==> src/rtl/ppu_pkg.sv <==
// Shared PPU definitions: OAM attribute layout, sprite coordinate offsets,
// scan state encoding and the slot-file entry format.
`default_nettype none

package ppu_pkg;

  localparam int ATTR_PRI   = 7;
  localparam int ATTR_YFLIP = 6;
  localparam int ATTR_XFLIP = 5;
  localparam int ATTR_PAL   = 4;

  localparam logic [7:0] SPRITE_Y_OFFSET = 8'd16;
  localparam logic [7:0] SPRITE_X_OFFSET = 8'd8;

  typedef enum logic [1:0] {
    ST_IDLE = 2'd0,
    ST_SCAN = 2'd1,
    ST_DONE = 2'd2
  } scan_state_e;

  typedef struct packed {
    logic [7:0] x;
    logic [7:0] tile;
    logic [2:0] row;
    logic [7:0] attr;
  } slot_t;

endpackage

`default_nettype wire

==> src/rtl/oam_match.sv <==
// Combinational sprite/scanline intersection test with tile-row computation
// (Y flip and 8x16 tile-pair selection folded in).
`default_nettype none

module oam_match
  import ppu_pkg::*;
(
  input  logic [7:0] line_i,
  input  logic       tall_i,
  input  logic [7:0] y_i,
  input  logic [7:0] tile_i,
  input  logic       yflip_i,
  output logic       hit_o,
  output logic [7:0] tile_o,
  output logic [2:0] row_o
);

  logic [7:0] d;
  logic [7:0] h;
  logic [3:0] r;

  always_comb begin
    h     = tall_i ? 8'd16 : 8'd8;
    d     = line_i + SPRITE_Y_OFFSET - y_i;
    hit_o = (d < h);
    // Only meaningful on a hit (d < 16), so 4-bit arithmetic suffices.
    r      = yflip_i ? (h[3:0] - 4'd1 - d[3:0]) : d[3:0];
    row_o  = r[2:0];
    tile_o = tall_i ? {tile_i[7:1], r[3]} : tile_i;
  end

endmodule

`default_nettype wire

==> src/rtl/oam_scan.sv <==
// Mode-2 sprite evaluator: walks OAM once per line and latches up to
// MAX_PER_LINE intersecting sprites into a slot file read by the renderer.
`default_nettype none

module oam_scan
  import ppu_pkg::*;
#(
  parameter int unsigned SPRITE_COUNT     = 40,
  parameter int unsigned MAX_PER_LINE     = 10,
  parameter int unsigned CYCLES_PER_ENTRY = 2,
  parameter int unsigned IDX_W            = 6,
  parameter int unsigned SLOT_W           = 4
) (
  input  logic              clockgb,
  input  logic              resetn,
  input  logic              start,
  input  logic [7:0]        line,
  input  logic              tall,
  input  logic              enable,
  output logic [IDX_W-1:0]  oam_index,
  input  logic [7:0]        oam_y,
  input  logic [7:0]        oam_x,
  input  logic [7:0]        oam_tile,
  input  logic [7:0]        oam_attr,
  output logic              busy,
  output logic              done,
  output logic [SLOT_W-1:0] count,
  output logic              overflow,
  input  logic [SLOT_W-1:0] slot_sel,
  output logic              slot_valid,
  output logic [7:0]        slot_x,
  output logic [7:0]        slot_tile,
  output logic [2:0]        slot_row,
  output logic [7:0]        slot_attr
);

  localparam int unsigned TOTAL = SPRITE_COUNT * CYCLES_PER_ENTRY;
  localparam int unsigned CYC_W = $clog2(TOTAL + 1);
  localparam int unsigned SUB_W = (CYCLES_PER_ENTRY > 1) ? $clog2(CYCLES_PER_ENTRY) : 1;

  scan_state_e       state_q, state_d;
  logic [CYC_W-1:0]  cyc_q;
  logic [SUB_W-1:0]  sub_q;
  logic [IDX_W-1:0]  idx_q;
  logic              eval_q;
  logic [7:0]        line_q;
  logic              tall_q;
  logic              en_q;
  logic [SLOT_W-1:0] count_q;
  logic              ovf_q;
  slot_t             slots_q [MAX_PER_LINE];

  logic       scan_last;
  logic       m_hit;
  logic [7:0] m_tile;
  logic [2:0] m_row;
  logic       hit_valid;
  logic       take;
  logic       drop;
  slot_t      rd_slot;

  oam_match u_match (
    .line_i  (line_q),
    .tall_i  (tall_q),
    .y_i     (oam_y),
    .tile_i  (oam_tile),
    .yflip_i (oam_attr[ATTR_YFLIP]),
    .hit_o   (m_hit),
    .tile_o  (m_tile),
    .row_o   (m_row)
  );

  assign scan_last = (state_q == ST_SCAN) && (cyc_q == CYC_W'(TOTAL - 1));
  assign hit_valid = eval_q && en_q && m_hit;
  assign take      = hit_valid && (count_q < SLOT_W'(MAX_PER_LINE));
  assign drop      = hit_valid && !take;

  always_ff @(posedge clockgb or negedge resetn) begin
    if (!resetn) state_q <= ST_IDLE;
    else         state_q <= state_d;
  end

  // A start pulse wins over every transition, including the final SCAN cycle.
  always_comb begin
    state_d = state_q;
    if (start) begin
      state_d = ST_SCAN;
    end else begin
      case (state_q)
        ST_SCAN: if (scan_last) state_d = ST_DONE;
        ST_DONE: state_d = ST_IDLE;
        default: state_d = ST_IDLE;
      endcase
    end
  end

  always_comb begin
    busy = (state_q == ST_SCAN);
    done = (state_q == ST_DONE);
  end

  always_ff @(posedge clockgb or negedge resetn) begin
    if (!resetn) begin
      cyc_q   <= '0;
      sub_q   <= '0;
      idx_q   <= '0;
      eval_q  <= 1'b0;
      line_q  <= '0;
      tall_q  <= 1'b0;
      en_q    <= 1'b0;
      count_q <= '0;
      ovf_q   <= 1'b0;
    end else if (start) begin
      cyc_q   <= '0;
      sub_q   <= '0;
      idx_q   <= '0;
      eval_q  <= 1'b0;
      line_q  <= line;
      tall_q  <= tall;
      en_q    <= enable;
      count_q <= '0;
      ovf_q   <= 1'b0;
    end else begin
      if (state_q == ST_SCAN) begin
        cyc_q  <= cyc_q + CYC_W'(1);
        // OAM data lands one cycle after the index's first presentation.
        eval_q <= (sub_q == '0);
        if (sub_q == SUB_W'(CYCLES_PER_ENTRY - 1)) begin
          sub_q <= '0;
          if (!scan_last) idx_q <= idx_q + IDX_W'(1);
        end else begin
          sub_q <= sub_q + SUB_W'(1);
        end
      end else begin
        eval_q <= 1'b0;
      end
      if (take) count_q <= count_q + SLOT_W'(1);
      if (drop) ovf_q   <= 1'b1;
    end
  end

  always_ff @(posedge clockgb or negedge resetn) begin
    if (!resetn) begin
      for (int i = 0; i < int'(MAX_PER_LINE); i++) slots_q[i] <= '0;
    end else if (!start && take) begin
      for (int i = 0; i < int'(MAX_PER_LINE); i++) begin
        if (count_q == SLOT_W'(i)) begin
          slots_q[i] <= '{x: oam_x, tile: m_tile, row: m_row, attr: oam_attr};
        end
      end
    end
  end

  always_comb begin
    rd_slot = '0;
    for (int i = 0; i < int'(MAX_PER_LINE); i++) begin
      if (slot_sel == SLOT_W'(i)) rd_slot = slots_q[i];
    end
  end

  assign oam_index  = idx_q;
  assign count      = count_q;
  assign overflow   = ovf_q;
  assign slot_valid = (slot_sel < count_q);
  assign slot_x     = rd_slot.x;
  assign slot_tile  = rd_slot.tile;
  assign slot_row   = rd_slot.row;
  assign slot_attr  = rd_slot.attr;

endmodule

`default_nettype wire

==> config.mk <==
export PLATFORM = sky130hd
export DESIGN_NAME = oam_scan
export DESIGN_NICKNAME = d
export VERILOG_FILES = /design/src/rtl/ppu_pkg.sv /design/src/rtl/oam_match.sv /design/src/rtl/oam_scan.sv
export SDC_FILE = /design/constraint.sdc
export NUM_CORES = 1
export LEC_CHECK = 0
export ABC_AREA = 1
export CORE_MARGIN = 2
export CORE_UTILIZATION = 35
export DETAILED_ROUTE_END_ITERATION = 16
export GPL_TIMING_DRIVEN = 0
export PLACE_DENSITY = 0.55
export REMOVE_ABC_BUFFERS = 1
export SKIP_CTS_REPAIR_TIMING = 1
export SLEW_MARGIN = 40
export SYNTH_ARGS = -nofsm -noshare
export SYNTH_HDL_FRONTEND = slang
export SYNTH_SLANG_ARGS = --single-unit
==> constraint.sdc <==
create_clock -name clockgb -period 6.33 [get_ports clockgb]
set_input_delay 1.266 -clock clockgb [delete_from_list [all_inputs] [get_ports clockgb]]
set_output_delay 1.266 -clock clockgb [all_outputs]
set_load 0.05 [all_outputs]
==> impl_metrics.csv, run 1 <==
group,metric,value,unit
setup_path,cp.arrival,4.79,ns
floorplan,fp.dieW,214,microns
yosys,ys_seq_area_frac,0.491,
placed_design,dp_hpwl,30.7,mm
drt,vias,13969,
setup_path,crit_path_end_kind,"output pin",
clock_network,clock_sinks,302,
yosys,yosysWarningCount,0,
floorplan,die-area,0.0457,sq mm
grt,grtUsageMet1,0.291,
cells_and_area,syn2layout_area_growth,20.4,%
yosys,synth_area_leaders,"dfrtp_1 49%, nand2_1 20%, nand4_1 13%",
pwr,p_leak,0.00921,uW
floorplan,core,0.0433,sq mm
grt,met3_usage,0.0330,
sta,rsz0062_at_grt,"no",
drt,wirelength,50.1,mm
cells_and_area,final_common_cell,"nand2_1",
pwr,combPwrFrac,0.103,
grt,antenna_found_initial,0,
cells_and_area,fin_area,0.0185,sq mm
worst_hold_path,min_path_cells,1,
cells_and_area,diodes,0,
pwr,seq_power_share,0.452,
placed_design,portBuffers,89,
sta,fin_skew,0.0239,ns
grt,grt_pass1_vias,13609,
grt,grt_max_degree,73,
clock_network,cts_buffers,35,
worst_hold_path,hp-class,"reg2reg",
pwr,power.internal,3300,uW
grt,busiest_layer,"met2",
grt,grt_util_met2,0.376,
pwr,power.switching,1170,uW
yosys,synthCells,1929,
setup_path,required,5.06,ns
drt,first_iter_violations,1268,
setup_path,cp_max_fo,19,
yosys,syn-cell-area,0.0154,sq mm
status,status,"finished, final reports clean",
sta,tns,0,ns
clock_network,clock_latency,0.53,ns
floorplan,row_count,76,
drt,first_pass_iters,5,
floorplan,floorplan.initialDensity,0.356,
cells_and_area,most-common-layout-cells,"813 x nand2_1, 323 x nand4_1, 302 x dfrtp_1",
sta,finalCritPeriodShare,0.957,
sta,hold_viol,0,
clock_network,clockRootBuffer,"clkbuf_16",
grt,grtUsageTotal,0.223,
floorplan,die_y,214,microns
placed_design,gp_congestion,0.755,
setup_path,start_kind,"input port",
pwr,power_frac_clock,0.444,
pwr,peakVddDrop,0.000159,V
clock_network,tritoncts,"done",
sta,worstMarginPinSlew,0.842,ns
yosys,avgSynthCellArea,7.98,sq um
pwr,swShare,0.262,
yosys,postSynthRegisterBits,302,
grt,grt_pass1_wl,78.9,mm
yosys,synth_top_area_frac,0.491,
drt,routed_via_density,5.47,
sta,fmax,165,MHz
floorplan,pin_count,90,
placed_design,placed_cell_area,0.0174,sq mm
drt,ant_nets,0,
clock_network,clock_path_buffers,3,
yosys,synth_cell_types,33,
job,drv_cap,0,
cells_and_area,drive_above_1_share,0.0741,
pwr,powerDensity,241,mW/mm^2
setup_path,r2r_cells,16,
drt,avgRoutedWirePerCell,19.6,microns
sta,maxSlewViolCount,0,
cells_and_area,fin_util,0.428,
grt,overflow,0,
sta,min_period,6.06,ns
sta,relSlewSlack,0.437,
cells_and_area,nets,2019,
clock_network,htree_levels,2,
sta,setup_viol,0,
clock_network,path_clk_slew,0.06,ns
setup_path,worstSetupPathType,"in2out",
drt,drc,0,
yosys,yosysTopAreaCell,"dfrtp_1",
stage by stage:
stage	cells	hold WS [ns]	total power, uW	setup slack, ns
3_3_place_gp	2444	0.458	2470	-9.82
2_1_floorplan	1770	0.441	2270	-2.19
3_5_place_dp	2493	0.463	2520	0.265
5_1_grt	2554	0.494	4650	0.0946
6_report	2554	0.474	4470	0.271
4_1_cts	2554	0.478	4510	0.270
power by group through the flow:
| stage | registers (uW) | logic [uW] | clock network (uW) |
|---|---|---|---|
| 3_3_place_gp | 2060 | 412 | 0 |
| 2_1_floorplan | 2060 | 212 | 0 |
| 5_1_grt | 2030 | 511 | 2110 |
| 6_report | 2020 | 463 | 1990 |
| 3_5_place_dp | 2060 | 461 | 0 |
| 4_1_cts | 2020 | 463 | 2030 |
critical path, cell delays in order:
cell and delay [ns]:
clkdlybuf4s50_1 0.57, nor2_4 0.52, buf_16 0.22, inv_1 0.09
nor2_4 0.38, buf_16 0.23, inv_1 0.12, o21ai_0 0.29
nand4_1 0.15, o21ai_0 0.14, nand3_1 0.10, clkdlybuf4s50_1 0.71
cell usage after synthesis, drive strengths merged:
library cell and instances:
nor2 50, clkinv 5, a31oi 1, clkbuf 77, xor2 6, o21a 1
o21ai 19, a21o 1, buf 82, nand4 333, bufinv 1, nand3 84
nor3b 1, nor3 6, inv 61, o31ai 1, ha 24, nand2 813
dfrtp 302, nor4 1, fa 1, a21oi 57, xnor2 2
sequential cells by signal, indices dropped and copies added, names as in the netlist:
| name | count |
|---|---|
| line_q | 8 |
| slots_q | 270 |
| sub_q | 1 |
| count | 4 |
| oam_index | 6 |
| eval_q | 1 |
| cyc_q | 7 |
| overflow | 1 |
| tall_q | 1 |
| state_q | 2 |
| en_q | 1 |
final timing paths:
kind	startpoint	endpoint	slack [ns]
worst max-delay path	slot_sel[2]	slot_row[1]	0.27
worst min-delay path	sub_q	eval_q	0.47
worst max register to register	line_q[3]	slots_q[17]	2.37
worst min register to register	sub_q	eval_q	0.47
max in group asynchronous	resetn	slots_q[61]	4.76
min in group asynchronous	resetn	oam_index[1]	0.62
area by class of cell:
cell class,count,area [sq um]
clock buffers,56,1080
clock inverters,5,40.0
fillers,4225,24700
inverters,67,275
multi-input cells,1401,6930
flip-flops and latches,302,7560
well taps,585,732
repair buffers,138,1930
per-layer routing:
metal	routed length [microns]	vias to the layer above
met4	1500	0
met2	24600	481
li1	-	6558
met3	3060	84
met5	0	-
met1	20900	6846
logic make-up after synthesis:
kind of cell	synth area share
DFF	0.491
adders and majority gates	0.0208
and+or+nand+nor	0.387
buffers and inverters	0.0699
AOI/OAI and AO/OA	0.0266
xor gates and xnor gates	0.00455
(Power assumes the default switching activity.)
==> run 2, diff against run 1 <==
Clock period 6.33 ns to 6.6 ns, I/O delays scaled along.
==> results of run 2 <==
The final DEF is identical to that of run 1. Status: finished, final reports clean.
Among the figures that moved: setup slack after placement 0.265 ns -> 0.427 ns; setup slack after layout 0.271 ns -> 0.433 ns; register-to-register setup slack 2.37 ns -> 2.64 ns; total power 4470 uW -> 4290 uW; worst IR drop on VDD 0.000159 V -> 0.000152 V
==> run 3, diff against run 2 <==
Settings changed: CTS_BUF_LIST set to sky130_fd_sc_hd__clkbuf_4, SETUP_SLACK_MARGIN set to 0.1.
==> impl_metrics.csv, run 3 (synthesis results as in run 1) <==
group,metric,value,unit
cells_and_area,nFillCells,4286,
clock_network,htree_levels,3,
status,status,"finished, final reports clean",
setup_path,r2r_end,"slots_q[17]",
setup_path,cp.arrival,4.85,ns
sta,finalCritPeriodShare,0.935,
cells_and_area,nets,2070,
cells_and_area,final_common_cell,"nand2_1",
clock_network,path_clk_slew,0.06,ns
grt,grtUsageTotal,0.226,
placed_design,place_ws,0.427,ns
sta,fmax,162,MHz
clock_network,clock_path_buffers,3,
placed_design,dpl.cell_count,2493,
placed_design,portBuffers,89,
drt,routed_via_density,5.37,
grt,grt_max_degree,73,
sta,maxSlewViolCount,0,
setup_path,crit_path_end_kind,"output pin",
clock_network,clockRootBuffer,"clkbuf_4",
clock_network,clock_sinks,302,
setup_path,regToRegSetupSlack,2.63,ns
placed_design,dp_hpwl,30.7,mm
cells_and_area,fin_util,0.428,
drt,vias,14209,
sta,tns,0,ns
drt,first_iter_violations,1452,
pwr,p_leak,0.00930,uW
sta,min_period,6.17,ns
setup_path,reg2reg_from,"line_q[3]",
cells_and_area,reg.largest.list,"slots_q x270, line_q x8, cyc_q x7",
job,drv_cap,0,
setup_path,cp_max_fo,19,
drt,drc,0,
setup_path,r2r_cells,16,
cells_and_area,drive_above_1_share,0.109,
drt,ant_nets,0,
cells_and_area,instances_no_fill,2645,
floorplan,row_count,76,
placed_design,gp_congestion,0.755,
floorplan,core,0.0433,sq mm
sta,setup_viol,0,
pwr,powerDensity,224,mW/mm^2
cells_and_area,largest_reg_flops,270,
floorplan,die-area,0.0457,sq mm
worst_hold_path,hp-class,"in2async",
sta,rsz0062_at_grt,"no",
sta,fin_skew,0.0417,ns
setup_path,required,5.28,ns
setup_path,worstSetupPathType,"in2out",
clock_network,cts_buffers,86,
grt,grt_pass1_wl,79.7,mm
drt,first_pass_iters,5,
sta,worstMarginPinSlew,0.811,ns
clock_network,clock_latency,0.78,ns
floorplan,fp.dieW,214,microns
pwr,peakVddDrop,0.000105,V
floorplan,die_y,214,microns
sta,fin_ws,0.429,ns
sta,hold-worst-slack,0.425,ns
sta,relSlewSlack,0.459,
floorplan,floorplan.initialDensity,0.356,
sta,hold_viol,0,
grt,grt_pass1_vias,14084,
setup_path,start_kind,"input port",
floorplan,pin_count,90,
grt,antenna_found_initial,1,
drt,avgRoutedWirePerCell,19.1,microns
cells_and_area,regMostFlops,"slots_q",
cells_and_area,most-common-layout-cells,"813 x nand2_1, 323 x nand4_1, 302 x dfrtp_1",
drt,wirelength,50.4,mm
grt,overflow,0,
clock_network,tritoncts,"done",
cells_and_area,syn2layout_area_growth,20.3,%
==> run 3: changes by cell type in the layout (fill, tap and decap cells not counted), sizes merged <==
cell | before | now
clkinv | 9 | 32
diode | 0 | 1
bufinv | 1 | 3
clkbuf | 56 | 120
clkinvlp | 0 | 1
==> run 3: per-layer routing <==
layer  GRT usage  vias to the layer above  part of all wire
li1            -                     6723                 -
met1       0.287                     6862              0.41
met2       0.374                      532              0.49
met3      0.0455                       92             0.073
met4      0.0991                        0             0.034
met5           0                        -                 0
==> run 3: layout make-up <==
class / count / area (sq um) / share of cell area
sequential: 302 / 7560 / 0.408
multi-input combinational: 1401 / 6930 / 0.374
timing repair buffer: 138 / 1930 / 0.104
clock buffer: 120 / 901 / 0.0487
tap: 585 / 732 / 0.0396
inverter: 67 / 275 / 0.0149
clock inverter: 31 / 183 / 0.00987
antenna: 1 / 2.50 / 0.000135
==> run 3: worst max path at each step <==
| stage | end | start | slack, ns |
|---|---|---|---|
| after floorplan | count[2] | oam_y[3] | -1.98 |
| after global placement | slots_q[3] | resetn | -9.60 |
| after detailed placement | slot_row[1] | slot_sel[2] | 0.43 |
| after CTS | slot_row[1] | slot_sel[2] | 0.43 |
| after global routing | slot_row[1] | slot_sel[2] | 0.26 |
| final | slot_row[1] | slot_sel[2] | 0.43 |
==> run 3: critical path, stage by stage <==
cell and delay [ns]:
clkdlybuf4s50_1 0.57, nor2_4 0.52, buf_16 0.22, inv_1 0.08, nor2_4 0.38, buf_16 0.23, inv_1 0.13, o21ai_0 0.29
nand4_1 0.15, o21ai_0 0.13, nand3_1 0.09, clkdlybuf4s50_1 0.71
==> run 3: stage by stage <==
stage,instance area [sq um],power [uW]
after floorplan,14600,2180
after global placement,16200,2370
after detailed placement,17400,2420
after CTS,18500,4190
after global routing,18500,4350
final,18500,4140
==> run 3: power breakdown <==
group | leakage [uW] | switching (uW) | internal (uW)
combinational | 0.00448 | 302 | 143
sequential | 0.00418 | 31.8 | 1910
clock | 0.000639 | 840 | 917
total | 0.00930 | 1170 | 2970
